`src/rtl/pc_fetch_pkg.sv`:
```
// pc_fetch_pkg: shared definitions for the instruction fetch stage.
// Holds the bus widths, reset/stall polarities, the address-error
// exception code and the fetch FSM state encoding.
package pc_fetch_pkg;

    localparam int InstAddrBus = 32;
    localparam int InstBus     = 32;

    localparam logic [31:0] ZeroWord  = 32'h0000_0000;
    localparam logic        RstEnable = 1'b1;
    localparam logic        Stop      = 1'b1;
    localparam logic        NotStop   = 1'b0;

    // Exception word reported for a misaligned instruction address (AdEL).
    localparam logic [31:0] EXC_ADEL = 32'h0000_0004;

    typedef enum logic [1:0] {
        FS_RESET = 2'd0,
        FS_REQ   = 2'd1,
        FS_WAIT  = 2'd2,
        FS_HOLD  = 2'd3
    } fetch_state_e;

endpackage

```
`src/rtl/pc_fetch.sv`:
```
// pc_fetch: instruction fetch stage.
// Issues one read at a time to instruction memory, registers the returned
// instruction and its PC for the IF/ID register, and computes the next PC
// (flush target > branch target > pc+4).
//
// Handshake: inst_req/inst_addr stay asserted and stable from the REQ cycle
// until the cycle inst_rvalid is seen; that cycle delivers inst_rdata. A
// response belonging to a request killed by flush is discarded once (drop_q).
//
// Ports:
//   clk, rst                  clock, synchronous active-high reset
//   stall[5:0]                stall vector, bit0 holds the fetch stage
//   flush, new_pc             exception flush and handler address
//   bflag, branch_address_i   taken branch from ID and its target
//   inst_rdata, inst_rvalid   instruction memory response
//   inst_req, inst_addr       instruction memory request
//   if_pc, if_inst            fetched PC / instruction to IF/ID
//   excepttype_o              fetch exception word to IF/ID
//   stallreq_if               fetch stall request
//   dbg_state_o               current FSM state (debug)
module pc_fetch
    import pc_fetch_pkg::*;
(
    input  logic                   clk,
    input  logic                   rst,
    input  logic [5:0]             stall,
    input  logic                   flush,
    input  logic [InstAddrBus-1:0] new_pc,
    input  logic                   bflag,
    input  logic [InstAddrBus-1:0] branch_address_i,
    input  logic [InstBus-1:0]     inst_rdata,
    input  logic                   inst_rvalid,
    output logic                   inst_req,
    output logic [InstAddrBus-1:0] inst_addr,
    output logic [InstAddrBus-1:0] if_pc,
    output logic [InstBus-1:0]     if_inst,
    output logic [31:0]            excepttype_o,
    output logic                   stallreq_if,
    output logic [1:0]             dbg_state_o
);

    fetch_state_e           state_q, state_d;
    logic [InstAddrBus-1:0] pc_q, pc_d;
    logic [InstAddrBus-1:0] if_pc_q, if_pc_d;
    logic [InstBus-1:0]     if_inst_q, if_inst_d;
    logic [31:0]            exc_q, exc_d;
    logic                   br_pend_q, br_pend_d;
    logic [InstAddrBus-1:0] br_target_q, br_target_d;
    logic                   drop_q, drop_d;
    logic                   adel_q, adel_d;

    logic                   aligned;
    logic                   rvalid_ok;
    logic                   req_c;
    logic                   deliver;
    logic [InstAddrBus-1:0] next_pc;

    // Only the fetch-stage bit of the stall vector matters here.
    logic unused_stall;
    assign unused_stall = ^stall[5:1];

    always_comb begin
        aligned   = (pc_q[1:0] == 2'b00);
        // A response arriving while drop_q is set belongs to a killed request.
        rvalid_ok = inst_rvalid && !drop_q;
        req_c     = ((state_q == FS_REQ) && aligned) || (state_q == FS_WAIT);
        deliver   = req_c && rvalid_ok;
        // A branch latched earlier is older than one arriving now, so it wins.
        if (br_pend_q) begin
            next_pc = br_target_q;
        end else if (bflag) begin
            next_pc = branch_address_i;
        end else begin
            next_pc = pc_q + 32'd4;
        end
    end

    always_comb begin
        state_d     = state_q;
        pc_d        = pc_q;
        if_pc_d     = if_pc_q;
        if_inst_d   = if_inst_q;
        exc_d       = exc_q;
        br_pend_d   = br_pend_q;
        br_target_d = br_target_q;
        drop_d      = drop_q;
        adel_d      = adel_q;

        if (inst_rvalid && drop_q) begin
            drop_d = 1'b0;
        end

        if (flush) begin
            state_d   = FS_REQ;
            pc_d      = new_pc;
            if_pc_d   = ZeroWord;
            if_inst_d = ZeroWord;
            exc_d     = ZeroWord;
            br_pend_d = 1'b0;
            adel_d    = 1'b0;
            // Some request is still outstanding after this cycle unless the
            // only one in flight was answered right now.
            drop_d    = req_c && (drop_q || !inst_rvalid);
        end else begin
            case (state_q)
                FS_RESET: state_d = FS_REQ;
                FS_REQ: begin
                    if (!aligned) begin
                        // Misaligned PC: report AdEL and park until flushed.
                        if_pc_d   = pc_q;
                        if_inst_d = ZeroWord;
                        exc_d     = EXC_ADEL;
                        adel_d    = 1'b1;
                        state_d   = FS_HOLD;
                    end else if (!deliver) begin
                        state_d = FS_WAIT;
                    end
                end
                FS_WAIT: ;
                FS_HOLD: begin
                    if (!adel_q && (stall[0] == NotStop)) begin
                        state_d = FS_REQ;
                    end
                end
                default: state_d = FS_RESET;
            endcase

            if (deliver) begin
                if_pc_d   = pc_q;
                if_inst_d = inst_rdata;
                exc_d     = ZeroWord;
                pc_d      = next_pc;
                br_pend_d = 1'b0;
                state_d   = (stall[0] == Stop) ? FS_HOLD : FS_REQ;
            end else if (bflag && (state_q != FS_RESET)) begin
                br_pend_d   = 1'b1;
                br_target_d = branch_address_i;
            end
        end
    end

    always_ff @(posedge clk) begin
        if (rst == RstEnable) begin
            state_q     <= FS_RESET;
            pc_q        <= ZeroWord;
            if_pc_q     <= ZeroWord;
            if_inst_q   <= ZeroWord;
            exc_q       <= ZeroWord;
            br_pend_q   <= 1'b0;
            br_target_q <= ZeroWord;
            drop_q      <= 1'b0;
            adel_q      <= 1'b0;
        end else begin
            state_q     <= state_d;
            pc_q        <= pc_d;
            if_pc_q     <= if_pc_d;
            if_inst_q   <= if_inst_d;
            exc_q       <= exc_d;
            br_pend_q   <= br_pend_d;
            br_target_q <= br_target_d;
            drop_q      <= drop_d;
            adel_q      <= adel_d;
        end
    end

    assign inst_req     = req_c;
    assign inst_addr    = pc_q;
    assign stallreq_if  = req_c && !rvalid_ok;
    assign if_pc        = if_pc_q;
    assign if_inst      = if_inst_q;
    assign excepttype_o = exc_q;
    assign dbg_state_o  = state_q;

endmodule

```
`config.mk`:
```
export PLATFORM = sky130hd
export DESIGN_NAME = pc_fetch
export DESIGN_NICKNAME = d
export VERILOG_FILES = /design/src/rtl/pc_fetch_pkg.sv /design/src/rtl/pc_fetch.sv
export SDC_FILE = /design/constraint.sdc
export NUM_CORES = 1
export LEC_CHECK = 0
export BUFFER_PORTS_ARGS = -buffer_cell sky130_fd_sc_hd__buf_4
export CAP_MARGIN = 15
export CORE_ASPECT_RATIO = 1.1
export CORE_MARGIN = 4
export CORE_UTILIZATION = 40
export CTS_CLUSTER_SIZE = 12
export DETAILED_ROUTE_END_ITERATION = 6
export PLACE_DENSITY = 0.67
export SETUP_SLACK_MARGIN = 0.1
export SYNTH_ARGS = -nofsm -noshare
export SYNTH_HDL_FRONTEND = slang
export SYNTH_SLANG_ARGS = --single-unit
```
`constraint.sdc`:
```
create_clock -name clk -period 2.2 [get_ports clk]
set_clock_uncertainty 0.15 [all_clocks]
set_input_delay 0.11 -clock clk [delete_from_list [all_inputs] [get_ports clk]]
set_output_delay 0.11 -clock clk [all_outputs]
set_load 0.1 [all_outputs]
```
; Yosys cells after proc, flatten, opt, wreduce, memory -nomap -nowiden
; Index checks and enable logic that the tools add are counted.
[classes]
mux = 18
bitwise = 4
addsub = 1
n_reduce_logical = 29
n_eq_ne = 6
[op_table]
columns = op, n
row1 = $mux W32, 10
row2 = $add A32 B3 Y32 const B, 1
row3 = $logic_and A1 B1 Y1, 8
row4 = $reduce_and A2 Y1, 4
row5 = $reduce_bool A2 Y1, 4
row6 = $mux W2, 3
row7 = $pmux W2 S3, 1
row8 = $reduce_bool A5 Y1, 1
row9 = $eq A2 B2 Y1 const B, 2
row10 = $logic_not A1 Y1, 4
row11 = $logic_not A2 Y1, 2
row12 = $mux W1, 4
row13 = $ne A4 B4 Y1 const B, 1
row14 = $not A1 Y1, 4
row15 = $reduce_bool A4 Y1, 1
row16 = $ne A3 B3 Y1 const B, 1
row17 = $reduce_and A3 Y1, 1
row18 = $reduce_or A3 Y1, 1
row19 = $eq A2 B1 Y1 const B, 1
row20 = $logic_or A1 B1 Y1, 2
row21 = $ne A2 B1 Y1 const B, 1
row22 = $reduce_or A2 Y1, 1
[word_totals]
output_inout_bits = 132
in_bits = 107
reg_bits = 134
word_cells = 68

; Depth between registers and ports, before layout
; Gate-level depths: netlist of the first run.
[logic_depth]
depth_word = 6
mapped_depth = 10
ltp_nobuf = 7

; Worst setup path after synthesis of the first run
; No wires, ideal clock.
[synth_timing]
path_kind = flip-flop to output port
from = register state_q[0] (netlist: dbg_state_o[0])
to = output stallreq_if
path_buffers = 1
path_slack_ns = -1.191
arrival_time_ns = 3.131
required_time_ns = 1.940
stages_incl_launch_ff = 6
path_cell_list = dfxtp_1 > ha_1 > buf_4 > nor3b_1 > nor2_1 > nor2_1
[synth_between]
elab_chain_cells = 4
word_cells_on_any_way = 5
classes_between = 2 x eq/ne / 3 x reduce/logical
[synth_lines]
columns = item, line
row1 = from (decl), pc_fetch.sv:42  ; fetch_state_e state_q, state_d;
row2 = from (signal assigned), pc_fetch.sv:154  ; state_q <= state_d;
row3 = $eq A2 B1 Y1, pc_fetch.sv:66  ; req_c = ((state_q == FS_REQ) && aligned) || (state_q == FS_WAIT);
row4 = $logic_and A1 B1 Y1, pc_fetch.sv:66
row5 = $logic_or A1 B1 Y1 *, pc_fetch.sv:66
row6 = $logic_and A1 B1 Y1 *, pc_fetch.sv:168  ; assign stallreq_if = req_c && !rvalid_ok;
row7 = to (decl), pc_fetch.sv:38  ; output logic stallreq_if,
; Every way passes the cells marked *; elsewhere a longest branch is shown, timed or not.

; Worst setup path after layout of the first run
[layout_timing]
from = register state_q[1] (netlist: dbg_state_o[1])
to = register pc_q[16] (netlist: inst_addr[16])
[layout_between]
elab_chain_cells = 5
word_cells_on_any_way = 6
classes_between = 2 x eq/ne / 4 x reduce/logical
[layout_lines]
columns = item, line
row1 = $eq A2 B1 Y1, pc_fetch.sv:66
row2 = $logic_and A1 B1 Y1, pc_fetch.sv:66
row3 = $logic_or A1 B1 Y1 *, pc_fetch.sv:66
row4 = $logic_and A1 B1 Y1 *, pc_fetch.sv:67  ; deliver = req_c && rvalid_ok;
row5 = $reduce_bool A2 Y1 (no line) *, n/a
row6 = to (signal assigned), pc_fetch.sv:145  ; pc_q <= ZeroWord;
row7 = to (signal assigned), pc_fetch.sv:155  ; pc_q <= pc_d;
row8 = to (decl), pc_fetch.sv:43  ; logic [InstAddrBus-1:0] pc_q, pc_d;
; Marks and branches as above.
; A chain may end at the register's enable or synchronous reset.

==> results of run 1 <==
==> placed cells by master (no fill, tap or decap), drive strengths merged, types with 7 or more instances in the layout <==
cell,count
dfxtp,134
nor3,14
nand4,13
nand2,203
o22ai,7
a311oi,7
and2,11
a21oi,129
buf,272
a21o,7
o32ai,8
conb,31
dlygate4sd3,94
clkbuf,29
nand3,50
nor2,39
o21ai,44
inv,19
a211oi,8
and3,10
==> synth_stat cells, types with 6 or more instances <==
master / number
a211oi_1: 7
a21o_1: 7
a21oi_1: 128
a221oi_1: 6
a311oi_1: 7
and2_1: 10
and3_1: 10
buf_1: 7
buf_2: 13
buf_4: 35
clkbuf_1: 42
dfxtp_1: 134
ha_1: 6
inv_1: 17
nand2_1: 203
nand3_1: 50
nand4_1: 13
nor2_1: 39
nor3_1: 14
o21a_1: 6
o21ai_0: 42
o22ai_1: 7
o31ai_1: 6
o32ai_1: 8
or3_1: 6
xnor2_1: 6
==> through the flow <==
step                      hold slack, ps  cell area, um^2  total power, W
final                               14.8            11000         0.00804
after floorplan                     94.2             7170         0.00426
after global placement               207             8820         0.00479
after detailed placement             217             8820         0.00480
after global routing                12.6            11000         0.00831
after CTS                           6.32            10400         0.00784
==> report_power, final <==
part / internal, W / switching (W)
Clock: 0.00182 / 0.00110
Sequential: 0.00255 / 0.000151
Combinational: 0.000769 / 0.00166
==> sequential cells by signal (all words and copies together) (netlist names) <==
register and count:
br_target_q 32, if_inst 32, excepttype_o 1, br_pend_q 1
adel_q 1, dbg_state_o 2, inst_addr 32, if_pc 32
drop_q 1
==> tightest hold or removal path, cell delays in order <==
cell and delay [ps]:
buf_4 120, nor2_1 80, a311oi_1 50, a41o_1 190
==> cells by family after synthesis <==
logic type	count (synthesis)	synth area share
other cells	1	0.000549
compound gates	267	0.243
simple gates	370	0.244
mux	5	0.00733
flops	134	0.393
buf+inv	120	0.0892
xor+xnor	10	0.0128
fa+ha+maj	6	0.0110
==> per-layer routing <==
layer,wire [um],global-route usage,up-vias
met5,12,0,-
met4,1310,0.121,2
met3,2440,0.0495,103
met2,12900,0.406,500
met1,11300,0.354,3800
li1,-,-,3830
==> worst max path at each step <==
stage               slack, ps            from             to  depth (start not counted)
floorplan                 -60  dbg_state_o[0]  inst_addr[31]                          8
global placement           90  dbg_state_o[1]  inst_addr[18]                          8
detailed placement         50  dbg_state_o[1]  inst_addr[18]                          8
CTS                        40  dbg_state_o[1]  inst_addr[28]                          9
global route              -70  dbg_state_o[1]  inst_addr[16]                          9
finish                    -20  dbg_state_o[1]  inst_addr[16]                          9
==> final cells by class <==
cell class	count	share of cell area
timing repair buffer	372	0.301
multi-input combinational	690	0.360
sequential	134	0.253
inverter	19	0.00672
tap	204	0.0233
clock buffer	23	0.0484
clock inverter	9	0.00764
antenna	1	0.000228
==> timing repair <==
action                                  in CTS  in global routing
endpoints found under the hold margin       93                  0
pin swaps                                    0                 37
resized for setup                            1                 84
endpoints found under the setup margin      19                 90
cloned                                       0                  8
buffers inserted                             0                 15
hold buffers                                94                  0
==> flow_metrics.py, run 1 <==
metrics = {
    "logic_synthesis": {
        "synth_area_leader_cell": "dfxtp_1",
        "synth.cell_area_um2": 6830,
        "yosysSeqAreaShare": 0.393,
        "syn_inst": 913,
        "syn_area_per_cell_um2": 7.48,
        "synth_edf_count": 0,
        "yosys_warnings": 0,
        "yosysTopAreaCellShare": 0.393,
        "post_synth_num_cell_types": 66,
        "ys_seq_elements": 134,
        "async_flop_share": 0,
        "synth_area_leaders": "dfxtp_1 39%, nand2_1 11%, a21oi_1 9.4%, buf_4 3.8%, nand3_1 3.7%",
        "synth_flop_cell": "dfxtp_1",
    },
    "drt": {
        "drtIter0Drc": 823,
        "drtPass1Iterations": 5,
        "drc": 0,
        "post_drt_wl_per_cell_um": 19.2,
        "drt.antenna.violating_nets": 0,
        "num_vias": 8235,
        "wl_um": 27900,
        "via_per_inst": 5.67,
    },
    "final_layout": {
        "multi_input_area_um2": 3950,
        "final_core_util": 0.663,
        "seqCellArea_um2": 2780,
        "drive_above_1_share": 0.329,
        "layout-area-overhead-vs-synth_pct": 60.7,
        "num-fill-cells": 1320,
        "nets": 1347,
        "fin_cells": 1452,
    },
    "clock_tree": {
        "clock_path_buffers": 2,
        "path_clk_slew_ps": 60,
        "cts_buffers": 17,
        "cts_root_buffer": "clkbuf_16",
        "cts_max_level": 4,
        "tritoncts": "done",
        "clkSinkCount": 134,
        "clk-insertion-delay-late_ps": 420,
    },
    "outcome": {
        "violations": "setup timing",
        "status": "finished with violations",
    },
    "pwr": {
        "ir_drop_v": 0.000599,
        "leakage_nw": 4.55,
        "power.density_nw_per_um2": 732,
    },
    "placed_design": {
        "dp_slack_ps": 53.5,
        "dpl.hpwl_um": 17700,
        "routabilityCongestion": 0.999,
        "place_inst": 1302,
        "io_buffers": 202,
    },
    "sta": {
        "post-route-period-util": 1.01,
        "hold_violations": 0,
        "setup_slack_ps": -23.6,
        "rsz0062_at_grt": "true",
        "slew_headroom": 0.569,
        "setup_viol_count_final": 1,
        "maxSlewViolCount": 0,
        "worst_pin_slew_ps": 640,
        "fmax_mhz": 450,
        "period_needed_ps": 2220,
        "fin_setup_tns_ps": -23.6,
    },
    "floorplanning": {
        "core.rowCount": 49,
        "die-width_um": 133,
        "die_area_um2": 19200,
        "io_pins": 239,
        "start_util": 0.413,
        "die_y_um": 145,
        "core_um2": 16600,
    },
    "setup_path": {
        "crit_required_ps": 2340,
        "critPathMostFrequentCell": "buf_12",
        "critical_path_class": "reg2reg",
        "start_kind": "register",
        "worstReg2RegEnd": "inst_addr[16]",
        "r2r_cells": 9,
        "critPathTopFamily": "simple AND/OR/NAND/NOR gates",
        "crit_arrival_ps": 2360,
        "crit_fanout": 6,
        "r2r_start": "dbg_state_o[1]",
        "crit_buf_inv": 3,
        "r2r_slack_ps": -20,
        "crit_slowest_cell": "or3b_4",
        "max_stage_delay_ps": 400,
        "crit_path_end_kind": "register",
        "worstPathCellList": "inv_4 -> ha_4 -> or3b_4 -> a21oi_4 -> buf_12 -> buf_12 -> and3_4 -> a211oi_1 -> o32ai_1",
    },
    "global_routing": {
        "first_global_vias": 7515,
        "grt_pass1_wl_um": 40800,
        "antenna_found_initial": 2,
        "grt_max_degree": 43,
        "grt_overflow_total": 0,
        "grt_usage": 0.262,
    },
    "hold_path": {
        "whs_endpoint": "inst_addr[11]",
        "hold_depth": 4,
        "min_from": "new_pc[11]",
        "holdCritPathClass": "in2reg",
    },
    "flow_run": {
        "max_cap_viol_count": 0,
    },
}
(Power assumes the default switching activity.)
==> inputs of run 2 (changes only) <==
- ABC_AREA: not set -> 1
- PLACE_DENSITY: 0.67 -> 0.64
- clock period: 2.2 -> 2.8 ns (I/O delays scaled with it)
==> run 2 against run 1 <==
Against the previous run: the flow now finishes without violations; count of clock-buffer cells in the layout is 4 lower; non-clock buffer count is 30 lower; area after synthesis is 1.9% higher; clock power is 27% lower; final cell count is 10% higher; core utilization is 6.2 points lower; global-route usage is 1.7 points lower; sequential share of layout area is 0.88 points higher; critical path type unchanged; critical endpoint is now inst_addr[12].
==> flow_metrics.py, run 2 <==
metrics = {
    "placed_design": {
        "place_inst": 1437,
        "io_buffers": 202,
        "dp_slack_ps": 763,
        "routabilityCongestion": 0.883,
        "place_area_um2": 8400,
        "dpl.hpwl_um": 16600,
    },
    "clock_tree": {
        "path_clk_slew_ps": 60,
        "cts_max_level": 4,
        "clkSinkCount": 134,
        "clk-insertion-delay-late_ps": 430,
        "clock_path_buffers": 2,
        "tritoncts": "done",
        "cts_setup_buffers": 0,
        "cts_root_buffer": "clkbuf_16",
        "cts_buffers": 17,
    },
    "logic_synthesis": {
        "ys_seq_elements": 134,
        "synth_flop_cell": "dfxtp_1",
        "synth_area_leaders": "dfxtp_1 39%, nand2_1 17%, a21oi_1 8.7%, nor2_1 8.2%, nand3_1 5.2%",
        "post_synth_num_cell_types": 36,
        "async_flop_share": 0,
        "yosysTopAreaCellShare": 0.385,
        "yosys_warnings": 0,
        "synth_area_leader_cell": "dfxtp_1",
        "synth.cell_area_um2": 6960,
        "synth_commonest_cells": "309 x nand2_1, 152 x nor2_1, 134 x dfxtp_1",
        "synthMostInstantiatedCell": "nand2_1",
        "syn_inst": 1047,
        "yosysSeqAreaShare": 0.385,
        "synth_edf_count": 0,
        "syn_area_per_cell_um2": 6.65,
    },
    "outcome": {
        "status": "finished clean",
    },
    "global_routing": {
        "grt_overflow_total": 0,
        "grt_use_met1": 0.324,
        "grt_max_degree": 53,
        "grt_pass1_wl_um": 38500,
        "antenna_found_initial": 0,
        "grt-busiest-layer": "met2",
        "first_global_vias": 7350,
        "grt_usage": 0.245,
        "met2_usage": 0.397,
        "use_met3": 0.0462,
    },
    "hold_path": {
        "holdCritPathClass": "in2reg",
        "hold_depth": 5,
    },
    "final_layout": {
        "fin_cells": 1598,
        "drive_above_1_share": 0.208,
        "final_area_um2": 10300,
        "layout_common_cells": "309 x nand2_1, 211 x buf_4, 152 x nor2_1",
        "layout_commonest_cell": "nand2_1",
        "layout-area-overhead-vs-synth_pct": 47.4,
        "antenna_cells": 0,
        "nets": 1464,
    },
    "setup_path": {
        "r2r_cells": 10,
        "crit_arrival_ps": 2740,
        "crit_required_ps": 2980,
        "crit_fanout": 5,
        "crit_path_end_kind": "register",
        "start_kind": "register",
        "critical_path_class": "reg2reg",
    },
    "sta": {
        "setup_viol_count_final": 0,
        "maxSlewViolCount": 0,
        "period_needed_ps": 2560,
        "fmax_mhz": 390,
        "rsz0062_at_grt": "false",
        "setup_slack_ps": 237,
        "hold_violations": 0,
        "hold_ws_ps": 16.4,
        "post-route-period-util": 0.915,
        "fin_setup_tns_ps": 0,
    },
    "drt": {
        "drtPass1Iterations": 4,
        "num_vias": 7722,
        "post_drt_wl_per_cell_um": 15.4,
        "wl_um": 24600,
        "drc": 0,
        "drtIter0Drc": 521,
        "via_per_inst": 4.83,
        "drt.antenna.violating_nets": 0,
    },
    "pwr": {
        "power.density_nw_per_um2": 653,
        "ir_drop_v": 0.000422,
        "leakage_nw": 4.51,
    },
    "flow_run": {
        "max_cap_viol_count": 0,
    },
    "floorplanning": {
        "io_pins": 239,
        "die_area_um2": 19600,
        "die-width_um": 134,
        "core.rowCount": 50,
        "start_util": 0.408,
        "die_y_um": 146,
        "core_um2": 17100,
    },
}
run 2: cell count changes in the layout (fill, tap and decap cells not counted), sizes merged, moves of 10 or more:
cell,delta
nor2,+127
nand2,+120
buf,-59
dlygate4sd3,+35
inv,+34
nand3,+24
o21ai,+14
nor3,-12
and2,-11
nand4,-11
and3,-10
clkbuf,-10
run 2: layout make-up:
type / count / area [um^2]
Fill cell: 1620 / 6820
Multi-Input combinational cell: 808 / 3630
Timing Repair Buffer: 342 / 2910
Sequential cell: 134 / 2690
Clock buffer: 19 / 453
Tap cell: 234 / 293
Inverter: 48 / 183
Clock inverter: 13 / 115
run 2: power breakdown:
part | switching [W] | internal (W)
combinational | 0.00176 | 0.000587
clock | 0.000930 | 0.00120
sequential | 0.000164 | 0.00206
run 2: cells by family after synthesis:
logic type,share of synthesized area
fa+ha+maj,0.0108
simple gates,0.337
compound gates,0.145
buf+inv,0.111
other cells,0.000539
xor+xnor,0.00881
mux,0.00144
flops,0.385
run 2: worst paths after layout:
path,from,end,slack (ps)
worst max-delay path,inst_addr[2],inst_addr[12],240
worst min-delay path,new_pc[0],inst_addr[0],20
worst max register to register,inst_addr[2],inst_addr[12],240
worst min register to register,br_target_q[2],br_target_q[2],300
run 2: routing by layer:
| metal | part of all wire | vias up |
|---|---|---|
| met2 | 0.47 | 325 |
| met5 | 0 | - |
| met1 | 0.43 | 3432 |
| met4 | 0.030 | 0 |
| met3 | 0.072 | 49 |
| li1 | - | 3916 |
run 2: per-stage QoR:
stage / power [W] / utilization
floorplan: 0.00398 / -
global placement: 0.00443 / 0.492
detailed placement: 0.00444 / 0.492
CTS: 0.00671 / 0.601
global route: 0.00698 / 0.601
finish: 0.00670 / 0.601
run 2: worst max-delay path, cell delays in order, from the launching register on:
cell and delay, ps:
dfxtp_1 450, ha_1 270, inv_1 100, nor2_2 210
nand3_1 180, xnor2_1 200, o21ai_0 180, nand2_1 70
nand2_1 50, dlygate4sd3_1 550, nand2_1 50
run 2: repair_timing:
item,in CTS,in global routing
endpoints found under the setup margin,0,21
endpoints found under the hold margin,97,0
gates resized for setup,0,1
hold buffers,129,0
==> inputs of run 3 (changes only) <==
- clock period: 2.8 -> 3.2 ns (I/O delays scaled with it)
==> run 3 against run 2 <==
Against the previous run: wire length rose by 0.42%; count of clock-buffer cells in the layout unchanged; clock power hardly changed; first-iteration DRC count up 2.3%; worst hold slack lost 4.9 ps.
==> flow_metrics.py, run 3 (same netlist as run 2, synthesis figures left out) <==
metrics = {
    "clock_tree": {
        "cts_max_level": 4,
        "cts_buffers": 17,
        "cts_root_buffer": "clkbuf_16",
        "clkSinkCount": 134,
        "post_cts_resized": 0,
        "path_clk_slew_ps": 60,
        "tritoncts": "done",
        "clock_path_buffers": 2,
        "clk-insertion-delay-late_ps": 420,
    },
    "floorplanning": {
        "core.rowCount": 50,
        "start_util": 0.408,
        "die-width_um": 134,
        "die_y_um": 146,
        "io_pins": 239,
        "die_area_um2": 19600,
        "core_um2": 17100,
    },
    "setup_path": {
        "worstReg2RegEnd": "inst_addr[15]",
        "r2r_cells": 11,
        "r2r_start": "dbg_state_o[1]",
        "crit_required_ps": 3350,
        "r2r_slack_ps": 350,
        "critical_path_class": "reg2reg",
        "crit_arrival_ps": 3000,
        "crit_fanout": 27,
        "crit_path_start": "dbg_state_o[1]",
        "crit_path_end_kind": "register",
        "start_kind": "register",
    },
    "drt": {
        "post_drt_wl_per_cell_um": 15.5,
        "num_vias": 7776,
        "drtPass1Iterations": 5,
        "wl_um": 24700,
        "drc": 0,
        "drt.antenna.violating_nets": 0,
        "drtIter0Drc": 533,
        "via_per_inst": 4.88,
    },
    "final_layout": {
        "layout_common_cells": "309 x nand2_1, 210 x buf_4, 152 x nor2_1",
        "nets": 1461,
        "layout-area-overhead-vs-synth_pct": 47.9,
        "antenna_cells": 0,
        "drive_above_1_share": 0.206,
        "fin_cells": 1595,
        "layout_commonest_cell": "nand2_1",
    },
    "placed_design": {
        "place_inst": 1435,
        "dpl.hpwl_um": 16400,
        "routabilityCongestion": 0.894,
        "io_buffers": 202,
    },
    "hold_path": {
        "whs_endpoint": "br_target_q[13]",
        "hold_depth": 2,
        "min_from": "rst",
        "holdCritPathClass": "in2reg",
    },
    "global_routing": {
        "grt_usage": 0.242,
        "grt_max_degree": 45,
        "grt_pass1_wl_um": 38000,
        "antenna_found_initial": 0,
        "first_global_vias": 7262,
        "grt_overflow_total": 0,
    },
    "pwr": {
        "power_w": 0.00611,
        "ir_drop_v": 0.000385,
        "power.density_nw_per_um2": 594,
        "leakage_nw": 4.51,
    },
    "sta": {
        "maxSlewViolCount": 0,
        "hold_violations": 0,
        "slew_headroom": 0.504,
        "fin_setup_tns_ps": 0,
        "fmax_mhz": 351,
        "post-route-period-util": 0.890,
        "hold_ws_ps": 11.5,
        "worst_pin_slew_ps": 743,
        "setup_viol_count_final": 0,
        "period_needed_ps": 2850,
        "rsz0062_at_grt": "false",
    },
    "outcome": {
        "status": "finished clean",
    },
    "flow_run": {
        "max_cap_viol_count": 0,
    },
}
-- run 3: worst max-delay path, stage by stage, from the launching register on --
cell and delay (ps):
dfxtp_1 440, inv_1 100, ha_1 240, nand2_2 120
nand2_2 80, nand2_4 100, nand2_4 70, nand2_2 480
inv_1 170, o21ai_0 110, o21ai_1 90, dlygate4sd3_1 560
-- run 3: area by class of cell --
type	instances	area, um^2
inverter	48	183
fill	1570	6780
clock inverter	13	194
sequential	134	2680
multi-input combinational	809	3630
tap	234	293
clock buffer	19	443
timing repair buffer	338	2870
-- run 3: report_power, final --
| part | leakage, nW | switching [W] | total, W | internal, W |
|---|---|---|---|---|
| logic | 3.12 | 0.00155 | 0.00206 | 0.000518 |
| registers | 1.09 | 0.000140 | 0.00194 | 0.00180 |
| clock network | 0.297 | 0.000773 | 0.00211 | 0.00134 |
-- run 3: metal layers --
layer | track usage | part of all wire
met5 | 0 | 0
met3 | 0.0427 | 0.073
met1 | 0.316 | 0.42
met2 | 0.410 | 0.48
met4 | 0.0730 | 0.019
-- run 3: what timing repair did --
| item | 4_1_cts | 5_1_grt |
|---|---|---|
| setup endpoints to repair | 0 | 2 |
| endpoints found under the hold margin | 95 | 0 |
| hold buffers | 127 | 0 |
| setup buffers | 0 | 0 |
-- run 3: worst max-delay path by stage --
stage	end	cells after the start
6_report	inst_addr[15]	11
5_1_grt	inst_addr[14]	11
4_1_cts	inst_addr[15]	10
3_5_place_dp	inst_addr[2]	9
3_3_place_gp	inst_addr[2]	9
2_1_floorplan	if_inst[0]	11
-- run 3: stage by stage --
step           area (um^2)  setup WS, ps  utilization
5_1_grt              10300           137        0.603
3_3_place_gp          8380           700        0.491
2_1_floorplan         7080           320            -
4_1_cts              10300           278        0.602
6_report             10300           352        0.603
3_5_place_dp          8380           645        0.491
